===== src/rtl/hsync_ctrl.sv =====
`default_nettype none
//======================================================================
// Module   : hsync_ctrl
// Purpose  : Turns horizontal count-match strobes into registered sync,
//            visible and active levels, a column address and a line-end
//            pulse. Define HSYNC_CTRL_ERR_EN to build the strobe-sequence
//            checker that drives the sticky err flag.
// Revision : 1.0 - initial release
//======================================================================
module hsync_ctrl #(
   parameter int SYNC_ACTIVE_LOW = 1,
   parameter int COL_W           = 10
) (
   input  logic             clk,
   input  logic             rst,
   input  logic             hCountEnd,
   input  logic             hBeginPulse,
   input  logic             hEndPulse,
   input  logic             hVisEnd,
   input  logic             hBeginActive,
   input  logic             hEndActive,
   output logic             hSync,
   output logic             hVis,
   output logic             hActive,
   output logic [COL_W-1:0] col,
   output logic             lineEnd,
   output logic             err
);

   localparam logic [1:0] c_ST_VIS   = 2'd0;
   localparam logic [1:0] c_ST_FRONT = 2'd1;
   localparam logic [1:0] c_ST_SYNC  = 2'd2;
   localparam logic [1:0] c_ST_BACK  = 2'd3;
   localparam logic       c_SYNC_ON  = (SYNC_ACTIVE_LOW != 0) ? 1'b0 : 1'b1;

   logic [1:0]       r_state;
   logic [1:0]       w_nextState;
   logic             r_hSync;
   logic             r_hVis;
   logic             r_hActive;
   logic             r_lineEnd;
   logic [COL_W-1:0] r_col;
   logic             w_beginOk;
   logic             w_hActiveNext;
   logic [COL_W-1:0] w_colNext;

   always_ff @(posedge clk) begin
      if (rst) begin
         r_state   <= c_ST_VIS;
         r_hVis    <= 1'b1;
         r_hSync   <= ~c_SYNC_ON;
         r_hActive <= 1'b0;
         r_col     <= '0;
         r_lineEnd <= 1'b0;
      end else begin
         r_state   <= w_nextState;
         r_hVis    <= (w_nextState == c_ST_VIS);
         r_hSync   <= (w_nextState == c_ST_SYNC) ? c_SYNC_ON : ~c_SYNC_ON;
         r_hActive <= w_hActiveNext;
         r_col     <= w_colNext;
         r_lineEnd <= hCountEnd;
      end
   end

   // hCountEnd always wins and resynchronises to the start of a line
   always_comb begin
      w_nextState = r_state;
      if (hCountEnd) begin
         w_nextState = c_ST_VIS;
      end else begin
         case (r_state)
            c_ST_VIS:   if (hVisEnd)     w_nextState = c_ST_FRONT;
            c_ST_FRONT: if (hBeginPulse) w_nextState = c_ST_SYNC;
            c_ST_SYNC:  if (hEndPulse)   w_nextState = c_ST_BACK;
            default:                     w_nextState = r_state;
         endcase
      end
   end

   always_comb begin
      w_beginOk     = !hCountEnd && hBeginActive && (r_state == c_ST_VIS);
      w_hActiveNext = r_hActive;
      if (w_beginOk) begin
         w_hActiveNext = 1'b1;
      end
      if (hCountEnd || hEndActive || (w_nextState != c_ST_VIS)) begin
         w_hActiveNext = 1'b0;
      end
      w_colNext = r_col;
      if (w_beginOk) begin
         w_colNext = '0;
      end else if (r_hActive && w_hActiveNext) begin
         w_colNext = r_col + 1'b1;
      end
   end

`ifdef HSYNC_CTRL_ERR_EN
   logic r_err;
   logic w_seqErr;

   always_comb begin
      w_seqErr = 1'b0;
      if (hCountEnd) begin
         w_seqErr = (r_state != c_ST_BACK);
      end else begin
         case (r_state)
            c_ST_VIS:   w_seqErr = hBeginPulse | hEndPulse;
            c_ST_FRONT: w_seqErr = hVisEnd | hEndPulse;
            c_ST_SYNC:  w_seqErr = hVisEnd | hBeginPulse;
            default:    w_seqErr = hVisEnd | hBeginPulse | hEndPulse;
         endcase
         // A begin paired with an end is a legal zero-length window
         if (hBeginActive && !hEndActive && (r_state != c_ST_VIS)) begin
            w_seqErr = 1'b1;
         end
      end
   end

   always_ff @(posedge clk) begin
      if (rst) begin
         r_err <= 1'b0;
      end else if (w_seqErr) begin
         r_err <= 1'b1;
      end
   end

   assign err = r_err;
`else
   assign err = 1'b0;
`endif

   assign hSync   = r_hSync;
   assign hVis    = r_hVis;
   assign hActive = r_hActive;
   assign col     = r_col;
   assign lineEnd = r_lineEnd;

endmodule
`default_nettype wire


===== config.mk =====
export PLATFORM = sky130hd
export DESIGN_NAME = hsync_ctrl
export DESIGN_NICKNAME = d
export VERILOG_FILES = /design/src/rtl/hsync_ctrl.sv
export SDC_FILE = /design/constraint.sdc
export NUM_CORES = 1
export LEC_CHECK = 0
export ABC_AREA = 1
export BUFFER_PORTS_ARGS = -buffer_cell sky130_fd_sc_hd__buf_4
export CORE_MARGIN = 2
export CORE_UTILIZATION = 45
export DETAILED_ROUTE_END_ITERATION = 7
export PLACE_DENSITY = 0.73
export SKIP_LAST_GASP = 1
export SLEW_MARGIN = 0
export SYNTH_ARGS = -nofsm -noshare
export SYNTH_HDL_FRONTEND = slang
export SYNTH_SLANG_ARGS = --single-unit

===== constraint.sdc =====
create_clock -name clk -period 1.2 [get_ports clk]
set_clock_uncertainty 0.05 [all_clocks]
set_input_delay 0.18 -clock clk [delete_from_list [all_inputs] [get_ports clk]]
set_output_delay 0.18 -clock clk [all_outputs]
set_load 0.01 [all_outputs]

Yosys cells after proc, flatten, opt, wreduce, memory -nomap -nowiden:

Index checks and enable logic that the tools add are counted.
W data, S select, Z words.

* output and inout bits: 15
* register bits: 16
* logic and storage cells: 28
* bits of input ports: 8

* reduce and logical (&&, ||, !) cells: 10
* equality and inequality tests: 3
* add/subtract/negate cells: 1
* multiplexer cells: 8

Operator list (count)
* $add A10 B1 Y10 const B: 1
* $mux W2: 4
* $pmux W2 S3: 1
* $eq A2 B2 Y1 const B: 2
* $logic_not A2 Y1: 2
* $logic_and A1 B1 Y1: 3
* $mux W1: 3
* $eq A2 B1 Y1 const B: 1
* $logic_or A1 B1 Y1: 2
* $reduce_bool A2 Y1: 1
* $reduce_or A2 Y1: 1
* $logic_not A1 Y1: 1

Depth between registers and ports, before layout:

Gate-level depths: netlist (run 1).

* depth in word-level cells: 7
* depth in mapped cells: 9
* mapped depth without buffers: 9

Worst setup path after synthesis (run 1):

OpenSTA, ideal clock, no wires.

* kind: flip-flop to flip-flop
* start: reg r_col[0] (netlist: col[0])
* end: reg r_col[6] (netlist: col[6])
* library setup time: 0.073 ns
* required time: 1.077 ns
* buffers on the path: 0
* data arrival time: 1.217 ns
* cell stages (with the launch flop): 7
* setup slack: -0.140 ns
* clock period less this slack: 1.340 ns
* cell sequence: dfxtp_1 -> ha_1 -> nand3_1 -> nor2_1 -> xor2_1 -> nand2_2 -> a21oi_1

* word-level cells in the longest chain between the ends: 1

Ends and longest elaborated chain
* from (decl): line 42 `logic [COL_W-1:0] r_col;`
* from (signal assigned): line 60 `r_col <= w_colNext;`
* $add A10 B1 Y10: line 93 `w_colNext = r_col + 1'b1;`

No other way between the ends.
A chain may end at the register's enable or synchronous reset.

Worst setup path in the final report (run 1):

* start: reg r_state[0]
* end: reg r_col[6] (netlist: col[6])

* word-level cells in the longest chain between the ends: 7
* elaborated cells on any way between the ends: 15
* classes of those cells: eq/ne (2); mux (7); reduce/logical (6)

Ends and longest elaborated chain
* from (decl): line 36 `logic [1:0] r_state;`
* from (signal assigned): line 49 `r_state <= c_ST_VIS;`
* from (signal assigned): line 56 `r_state <= w_nextState;`
* $eq A2 B2 Y1 (tied with other cells): line 71 `case (r_state)`
* $pmux W2 S3: line 71
* $mux W2: line 68 `if (hCountEnd) begin`
* $reduce_bool A2 Y1: line 86 `if (hCountEnd || hEndActive || (w_nextState != c_ST_VIS)) begin`
* $logic_or A1 B1 Y1: line 86
* $mux W1: line 86
* $logic_and A1 B1 Y1: line 92 `end else if (r_hActive && w_hActiveNext) begin`

Parallel ways exist; a longest one is shown, timed or not.

==> flow_summary_export.csv, run 1 <==
group,metric,value,unit
run_status,status,"complete, but fails checks",
run_status,violations,"setup timing",
global_route,grt_overflow,0,
synth,synthArstFlopShare,0,%
placement,postPlaceCellArea,1170,µm²
floorplanning,die_area,2220,µm²
clock_network,cts-root-buf,"clkbuf_4",
run,cap_violations,0,
worst_setup_path,critPathMaxFanout,5,
detailed_routing,drt_iter0_markers,28,
cells_and_area,design_area,1300,µm²
cells_and_area,syn_to_final_growth,55.7,%
synth,synth-seq-cells,16,
placement,dp_slack,-0.141,ns
placement,dp_cells,171,
cells_and_area,drive_above_1_share,53.8,%
synth,syn_area,836,µm²
global_route,grt_max_degree,11,
placement,portBuffers,21,
worst_setup_path,r2r_cells,7,
worst_setup_path,crit_required,1.34,ns
clock_network,htreeDepth,1,
global_route,antenna_found_initial,0,
synth,synth.largest_area_cell,"dfxtp_1",
timing,hold_viol,0,
floorplanning,core,1750,µm²
timing,maxSlewViolCount,0,
timing,fin_crit_sh,116,%
clock_network,cts_tree,"built",
pwr,total_power,1.03,mW
timing,setup_ws,-0.196,ns
timing,rsz0062_at_grt,"yes",
floorplanning,rows,15,
detailed_routing,ant_nets,0,
detailed_routing,viasPerCell,4.72,
floorplanning,num_io_pins,23,
synth,yosys-top-cells-area,"dfxtp_1 (38%), nand2_1 (12%), nand2_2 (7.5%)",
cells_and_area,postLayoutCoreUtil,74.6,%
detailed_routing,drc,0,
timing,max_freq,0.716,GHz
detailed_routing,first_pass_iters,4,
floorplanning,initial_core_util,47.9,%
pwr,peakVddDrop,700,µV
placement,gp_congestion,0.853,
floorplanning,die_h,47.1,µm
clock_network,clock_path_buffers,2,
clock_network,cts_buffers,3,
floorplanning,fp.dieW,47.1,µm
worst_setup_path,endpoint_kind,"register",
detailed_routing,routed_wl,2250,µm
cells_and_area,instances_no_fill,181,
clock_network,cts_hold_buf,0,
cells_and_area,fin_nets,166,
detailed_routing,avgRoutedWirePerCell,12.4,µm
placement,dp_hpwl,1450,µm
synth,synth_enable_flop_cells,0,
worst_hold_path,min_path_cells,2,
timing,post-route-min-period,1.40,ns
detailed_routing,vias,855,
clock_network,cts_sinks,16,
synth,synth_nets,119,
global_route,grt_util_all_layers,23.5,%
synth,synthDistinctLibCells,24,
clock_network,clk_latency,0.29,ns
worst_hold_path,hp-class,"input port to register",
synth,synth_top_area_share,38.3,%
cells_and_area,n_antenna_cell,0,
global_route,grt_pass1_vias,775,
worst_setup_path,critPathKind,"register to register",
synth,yosysWarnings,0,
synth,avgSynthCellArea,7.60,µm²
clock_network,clk_pin_slew,0.10,ns
synth,ys_seq_area_share,38.3,%
pwr,p_leak,0.583,nW
timing,finalSetupViolCount,12,
pwr,power_density,794,nW/µm²
synth,synthCells,110,
global_route,grt_pass1_wl,3510,µm
worst_setup_path,worstSetupStartpointType,"register",
synth,synth_flop_cell,"dfxtp_1",
worst_setup_path,cp.arrival,1.53,ns
-- synth_stat cells, types with 2 or more instances --
cell,instances
inv_1,9
nand2_4,2
nor2_1,10
nand3_1,3
nand4_1,2
xnor2_1,2
nor2_2,2
dfxtp_1,16
a21oi_2,3
nand2_1,26
a21oi_1,9
nand2_2,10
xor2_1,5
-- registers in the layout, indices dropped and copies added, names as in the netlist --
| name | count |
|---|---|
| hVis | 1 |
| hSync | 1 |
| col | 10 |
| hActive | 1 |
| lineEnd | 1 |
| r_state | 2 |
-- power by group --
part | total (mW) | leakage, nW | internal (mW) | switching [mW]
logic | 0.126 | 0.428 | 0.0564 | 0.0693
registers | 0.539 | 0.133 | 0.533 | 0.00576
clock network | 0.368 | 0.0210 | 0.185 | 0.184
-- path summary, 6_finish.rpt --
path,start,to,slack (ns)
max,r_state[0],col[6],-0.20
min,rst,hActive,0.03
min reg2reg,col[8],col[8],0.48
max reg2reg,r_state[0],col[6],-0.20
-- per-stage QoR --
step,setup TNS [ns],hold WS (ns)
6_report,-1.79,0.0275
5_1_grt,-2.59,0.00405
4_1_cts,-1.13,0.0190
3_5_place_dp,-1.16,0.332
3_3_place_gp,-0.574,0.339
2_1_floorplan,-0.0798,0.195
-- layout by cell type (no fill, tap or decap) --
master	n
inv_1	9
nand3_4	1
xor2_1	5
clkbuf_4	3
dfxtp_2	3
dfxtp_4	3
clkbuf_8	1
nor2_1	9
dfxtp_1	10
nand2_4	2
nor2_4	3
clkinv_1	1
nor2_2	2
nand3_2	2
xnor2_1	2
nor2_8	1
a21oi_4	1
clkinv_2	1
a21oi_1	4
conb_1	1
nand4_1	2
inv_2	1
a31oi_1	1
a21oi_2	7
nand2_1	25
nand2_2	11
buf_4	41
nand3_1	2
nor3_1	1
ha_4	1
-- routing by layer --
metal / routed length (µm) / vias to the layer above / GRT usage, %
met3: 71 / 6 / 4.23
met4: 58 / 0 / 13.3
li1: - / 440 / -
met1: 1000 / 391 / 29.2
met5: 0 / - / 0
met2: 1120 / 18 / 38.1
-- layout make-up --
class	count	area, µm²
Fill cell	145	444
Sequential cell	16	335
Multi-Input combinational cell	83	544
Clock buffer	4	36.3
Tap cell	25	31.3
Inverter	12	46.3
Timing Repair Buffer	41	308
-- cells by family after synthesis --
family	count (synthesis)	share of synthesized area, %
AO/OA/AOI/OAI	13	9.28
flip-flops	16	38.3
adder cells (fa/ha/maj)	1	1.50
AND/OR/NAND/NOR	59	36.7
XOR/XNOR	7	7.34
buffers and inverters	13	6.44
other	1	0.449
-- worst max-delay path: stages (launching register included) --
cell and delay [ns]:
dfxtp_4 0.38, a21oi_4 0.15, nand2_2 0.10, nor2_4 0.16, buf_4 0.15, nand3_2 0.13
nand2_1 0.12, a21oi_2 0.06
-- timing repair --
action                                  in CTS  in global routing
resized for setup                            4                  6
gates cloned                                 2                  0
pin swaps                                    3                  3
endpoints found under the setup margin      10                 13
buffers inserted                             3                  1
Note: power is estimated with default switching activity, not from simulation.
==> inputs of run 2 (changes only) <==
Settings changed: CORE_MARGIN 2 to not set.
==> flow_summary_export.csv, run 2 (synthesis results as in run 1) <==
group,metric,value,unit
clock_network,cts_sinks,16,
placement,dp_hpwl,1480,µm
detailed_routing,drt_iter0_markers,6,
worst_setup_path,critPathKind,"register to register",
clock_network,htreeDepth,1,
cells_and_area,largest_reg_flops,10,
run_status,status,"complete, but fails checks",
detailed_routing,viasPerCell,4.68,
timing,setup_ws,-0.123,ns
global_route,grt_pass1_vias,824,
worst_setup_path,worstSetupStartpointType,"register",
global_route,antenna_found_initial,0,
placement,dp_cells,173,
timing,fin_crit_sh,110,%
cells_and_area,fin_nets,167,
run,cap_violations,0,
detailed_routing,ant_nets,0,
cells_and_area,n_antenna_cell,0,
detailed_routing,avgRoutedWirePerCell,12.3,µm
clock_network,cts_buffers,3,
floorplanning,die_h,45.1,µm
cells_and_area,syn_to_final_growth,55.7,%
pwr,peakVddDrop,531,µV
global_route,grt_overflow,0,
detailed_routing,first_pass_iters,4,
floorplanning,num_io_pins,23,
floorplanning,rows,15,
detailed_routing,vias,852,
clock_network,clock_path_buffers,2,
timing,maxSlewViolCount,0,
pwr,p_leak,0.589,nW
timing,holdWs,0.0226,ns
worst_setup_path,cp.arrival,1.50,ns
cells_and_area,instances_no_fill,182,
worst_hold_path,hp-class,"input port to register",
timing,rsz0062_at_grt,"yes",
global_route,grt_pass1_wl,3570,µm
cells_and_area,num-fill-cells,140,
timing,max_freq,0.756,GHz
cells_and_area,layout_commonest_cell,"buf_4",
floorplanning,die_area,2030,µm²
timing,post-route-min-period,1.32,ns
clock_network,clk_latency,0.30,ns
floorplanning,core,1730,µm²
timing,hold_viol,0,
global_route,grt_util_all_layers,24.6,%
worst_setup_path,critPathMaxFanout,5,
clock_network,cts_tree,"built",
floorplanning,fp.dieW,45.1,µm
cells_and_area,drive_above_1_share,52.9,%
global_route,grt_max_degree,10,
pwr,power_density,797,nW/µm²
clock_network,cts-root-buf,"clkbuf_4",
run_status,violations,"setup timing",
worst_setup_path,crit_required,1.38,ns
placement,gp_congestion,0.854,
detailed_routing,routed_wl,2240,µm
cells_and_area,layout_common_cells,"buf_4 (40), nand2_1 (25), nand2_2 (11)",
clock_network,clk_pin_slew,0.10,ns
worst_setup_path,endpoint_kind,"register",
placement,portBuffers,21,
floorplanning,initial_core_util,48.4,%
detailed_routing,drc,0,
clock_network,cts_hold_buf,0,
timing,finalSetupViolCount,10,
[run 2: through the flow]
stage               total power, mW  setup WS (ns)  area (µm²)  setup TNS (ns)  util [%]
global route                   1.07         -0.215        1300           -1.86      75.4
floorplan                     0.607        -0.0222         871         -0.0798         -
finish                         1.04         -0.123        1300           -1.01      75.4
CTS                            1.03        -0.0968        1270          -0.855      73.8
global placement              0.658        -0.0818        1190          -0.715      68.8
detailed placement            0.660         -0.145        1190           -1.17      68.8
[run 2: metal layers]
metal	vias up	global-route usage (%)	wire length, µm
met2	17	42.3	1160
met1	389	29.7	981
met5	-	0	0
li1	441	-	-
met4	0	8.48	25
met3	5	6.00	69
[run 2: cell type report]
cell class / count / area (µm²) / area share, %
inverter: 12 / 46.3 / 3.56
tap: 25 / 31.3 / 2.40
timing repair buffer: 42 / 323 / 24.8
clock buffer: 4 / 36.3 / 2.79
multi-input combinational: 83 / 533 / 41.0
sequential: 16 / 332 / 25.5
[run 2: worst paths after layout]
path              startpoint       to  slack (ns)  cells past startpoint
setup reg to reg  r_state[0]   col[7]       -0.12                      7
hold / removal           rst  lineEnd        0.02                      2
hold reg to reg       col[9]   col[9]        0.46                      2
setup / recovery  r_state[0]   col[7]       -0.12                      7
[run 2: what timing repair did]
action / in CTS / in global routing
buffers inserted: 2 / 1
resized for setup: 2 / 6
pin swaps: 3 / 1
endpoints found under the hold margin: 0 / 0
endpoints found under the setup margin: 10 / 15
cloned: 2 / 0
[run 2: where the power goes]
group / leakage [nW] / internal, mW / total, mW / switching, mW
Sequential: 0.133 / 0.536 / 0.541 / 0.00516
Combinational: 0.435 / 0.0588 / 0.128 / 0.0689
Clock: 0.0210 / 0.185 / 0.368 / 0.183
Total: 0.589 / 0.780 / 1.04 / 0.257
[run 2: critical path, cell delays in order (launching register included)]
cell and delay, ns:
dfxtp_2 0.36, a21oi_2 0.16, nand2_2 0.08, nor2_4 0.15, nand2_4 0.11, nor2_8 0.18
nand2_2 0.05, a21oi_1 0.14
==> inputs of run 3 (changes only) <==
Settings changed: SETUP_SLACK_MARGIN set to 0.15.
==> flow_summary_export.csv, run 3 (synthesis results as in run 1) <==
group,metric,value,unit
cells_and_area,largest_reg_flops,10,
worst_setup_path,cpMaxStageDelayCell,"dfxtp_4",
cells_and_area,syn_to_final_growth,72.8,%
clock_network,clk_latency,0.31,ns
worst_setup_path,cp_cell_sequence,"nor2_4, a21oi_2, nor2_4, nand2_4, nor2_8, nand2_2, a21oi_1",
timing,finalSetupTns,-1.75,ns
cells_and_area,layout_common_cells,"buf_4 (29), nand2_1 (25), buf_6 (18)",
timing,setup_ws,-0.219,ns
worst_setup_path,cp.arrival,1.60,ns
clock_network,cts-root-buf,"clkbuf_4",
run,cap_violations,0,
worst_setup_path,cp_common_cell,"nor2_4",
worst_setup_path,worstSetupPathDepth,7,
detailed_routing,met3_wirelength,134,µm
worst_setup_path,worstSetupStartpointType,"register",
worst_setup_path,cp_slowest_stage_delay,0.38,ns
cells_and_area,n_antenna_cell,0,
worst_setup_path,critical_path_buf_inv_count,0,
floorplanning,die_h,45.1,µm
timing,post-route-min-period,1.42,ns
global_route,grt_util_all_layers,26.5,%
worst_hold_path,hp-start,"rst",
pwr,power_density,727,nW/µm²
clock_network,cts_tree,"built",
placement,dp_slack,-0.136,ns
run_status,status,"complete, but fails checks",
cells_and_area,fin_nets,172,
detailed_routing,drc,0,
pwr,peakVddDrop,665,µV
clock_network,htreeDepth,1,
floorplanning,initial_core_util,48.4,%
global_route,grt_pass1_wl,3850,µm
detailed_routing,top_layer_used,"met4",
worst_setup_path,r2r_slack,-0.22,ns
clock_network,clk_pin_slew,0.10,ns
worst_setup_path,critPathKind,"register to register",
worst_setup_path,crit_family,"simple AND/OR/NAND/NOR gates",
global_route,grt_pass1_vias,916,
timing,fin_crit_sh,118,%
detailed_routing,first_pass_iters,4,
placement,dp_hpwl,1440,µm
global_route,grt_max_degree,11,
run_status,violations,"setup timing",
worst_setup_path,rr_endpoint,"col[4]",
worst_setup_path,crit_required,1.38,ns
worst_setup_path,cp-endpoint,"col[4]",
floorplanning,core,1730,µm²
worst_setup_path,r2r_cells,7,
clock_network,cts_buffers,3,
cells_and_area,layout_commonest_cell,"buf_4",
floorplanning,die_area,2030,µm²
floorplanning,num_io_pins,23,
timing,rsz0062_at_grt,"yes",
worst_hold_path,hp-class,"input port to register",
detailed_routing,drt_iter0_markers,24,
detailed_routing,ant_nets,0,
pwr,p_leak,0.637,nW
floorplanning,fp.dieW,45.1,µm
cells_and_area,postLayoutCoreUtil,83.6,%
floorplanning,rows,15,
clock_network,clock_path_buffers,2,
timing,max_freq,0.705,GHz
detailed_routing,vias,958,
detailed_routing,viasPerCell,5.12,
worst_setup_path,worst_setup_path_startpoint,"r_state[0]",
worst_setup_path,critPathMaxFanout,5,
detailed_routing,avgRoutedWirePerCell,15.2,µm
timing,hold_viol,0,
detailed_routing,wl_met2,1460,µm
placement,portBuffers,21,
detailed_routing,routed_wl,2830,µm
worst_setup_path,endpoint_kind,"register",
detailed_routing,wl_met1,1160,µm
cells_and_area,drive_above_1_share,61.1,%
global_route,antenna_found_initial,0,
timing,finalSetupViolCount,12,
placement,gp_congestion,0.854,
clock_network,cts_sinks,16,
timing,maxSlewViolCount,0,
worst_setup_path,r2r-start,"r_state[0]",
global_route,grt_overflow,0,
==> run 3: worst min-delay path by stage <==
stage | cells after the start | slack [ns] | endpoint
6_report | 2 | 0.03 | lineEnd
4_1_cts | 2 | 0.02 | lineEnd
3_3_place_gp | 2 | 0.34 | lineEnd
5_1_grt | 2 | 0.02 | lineEnd
3_5_place_dp | 2 | 0.34 | lineEnd
2_1_floorplan | 1 | 0.19 | hActive
==> run 3: timing repair <==
item / 4_1_cts / 5_1_grt
hold buffers: 0 / 0
pin swaps: 1 / 3
endpoints found under the hold margin: 0 / 0
buffers inserted: 6 / 4
gates cloned: 1 / 1
setup endpoints to repair: 22 / 24
resized for setup: 25 / 15
==> run 3: layer usage <==
metal / track usage (%) / up-vias
li1: - / 448
met5: 0 / -
met2: 41.4 / 44
met3: 5.60 / 9
met1: 31.8 / 457
met4: 20.0 / 0
==> run 3: per-stage QoR <==
stage / power, mW / hold WS, ns / instances / cell area (µm²)
finish: 1.05 / 0.0340 / 187 / 1440
detailed placement: 0.657 / 0.340 / 171 / 1170
global route: 1.09 / 0.0231 / 187 / 1440
global placement: 0.655 / 0.339 / 171 / 1170
floorplan: 0.607 / 0.195 / 110 / 871
CTS: 1.02 / 0.0240 / 182 / 1340
==> run 3: worst register-to-register path, cell delays in order, from the launching register on <==
cell     delay (ns)
dfxtp_4        0.38
nor2_4         0.15
a21oi_2        0.09
nor2_4         0.16
nand2_4        0.10
nor2_8         0.19
nand2_2        0.07
a21oi_1        0.16
==> run 3: cell type report <==
cell class / count / area (µm²)
clock buffer: 4 / 36.3
fill: 104 / 283
inverter: 12 / 46.3
tap: 25 / 31.3
sequential: 16 / 349
multi-input combinational: 83 / 561
timing repair buffer: 47 / 420
==> run 3: report_power, final <==
part           leakage (nW)  switching [mW]  internal, mW  total (mW)
registers             0.138         0.00587         0.528       0.534
clock network        0.0210           0.199         0.186       0.384
logic                 0.478          0.0755        0.0566       0.132
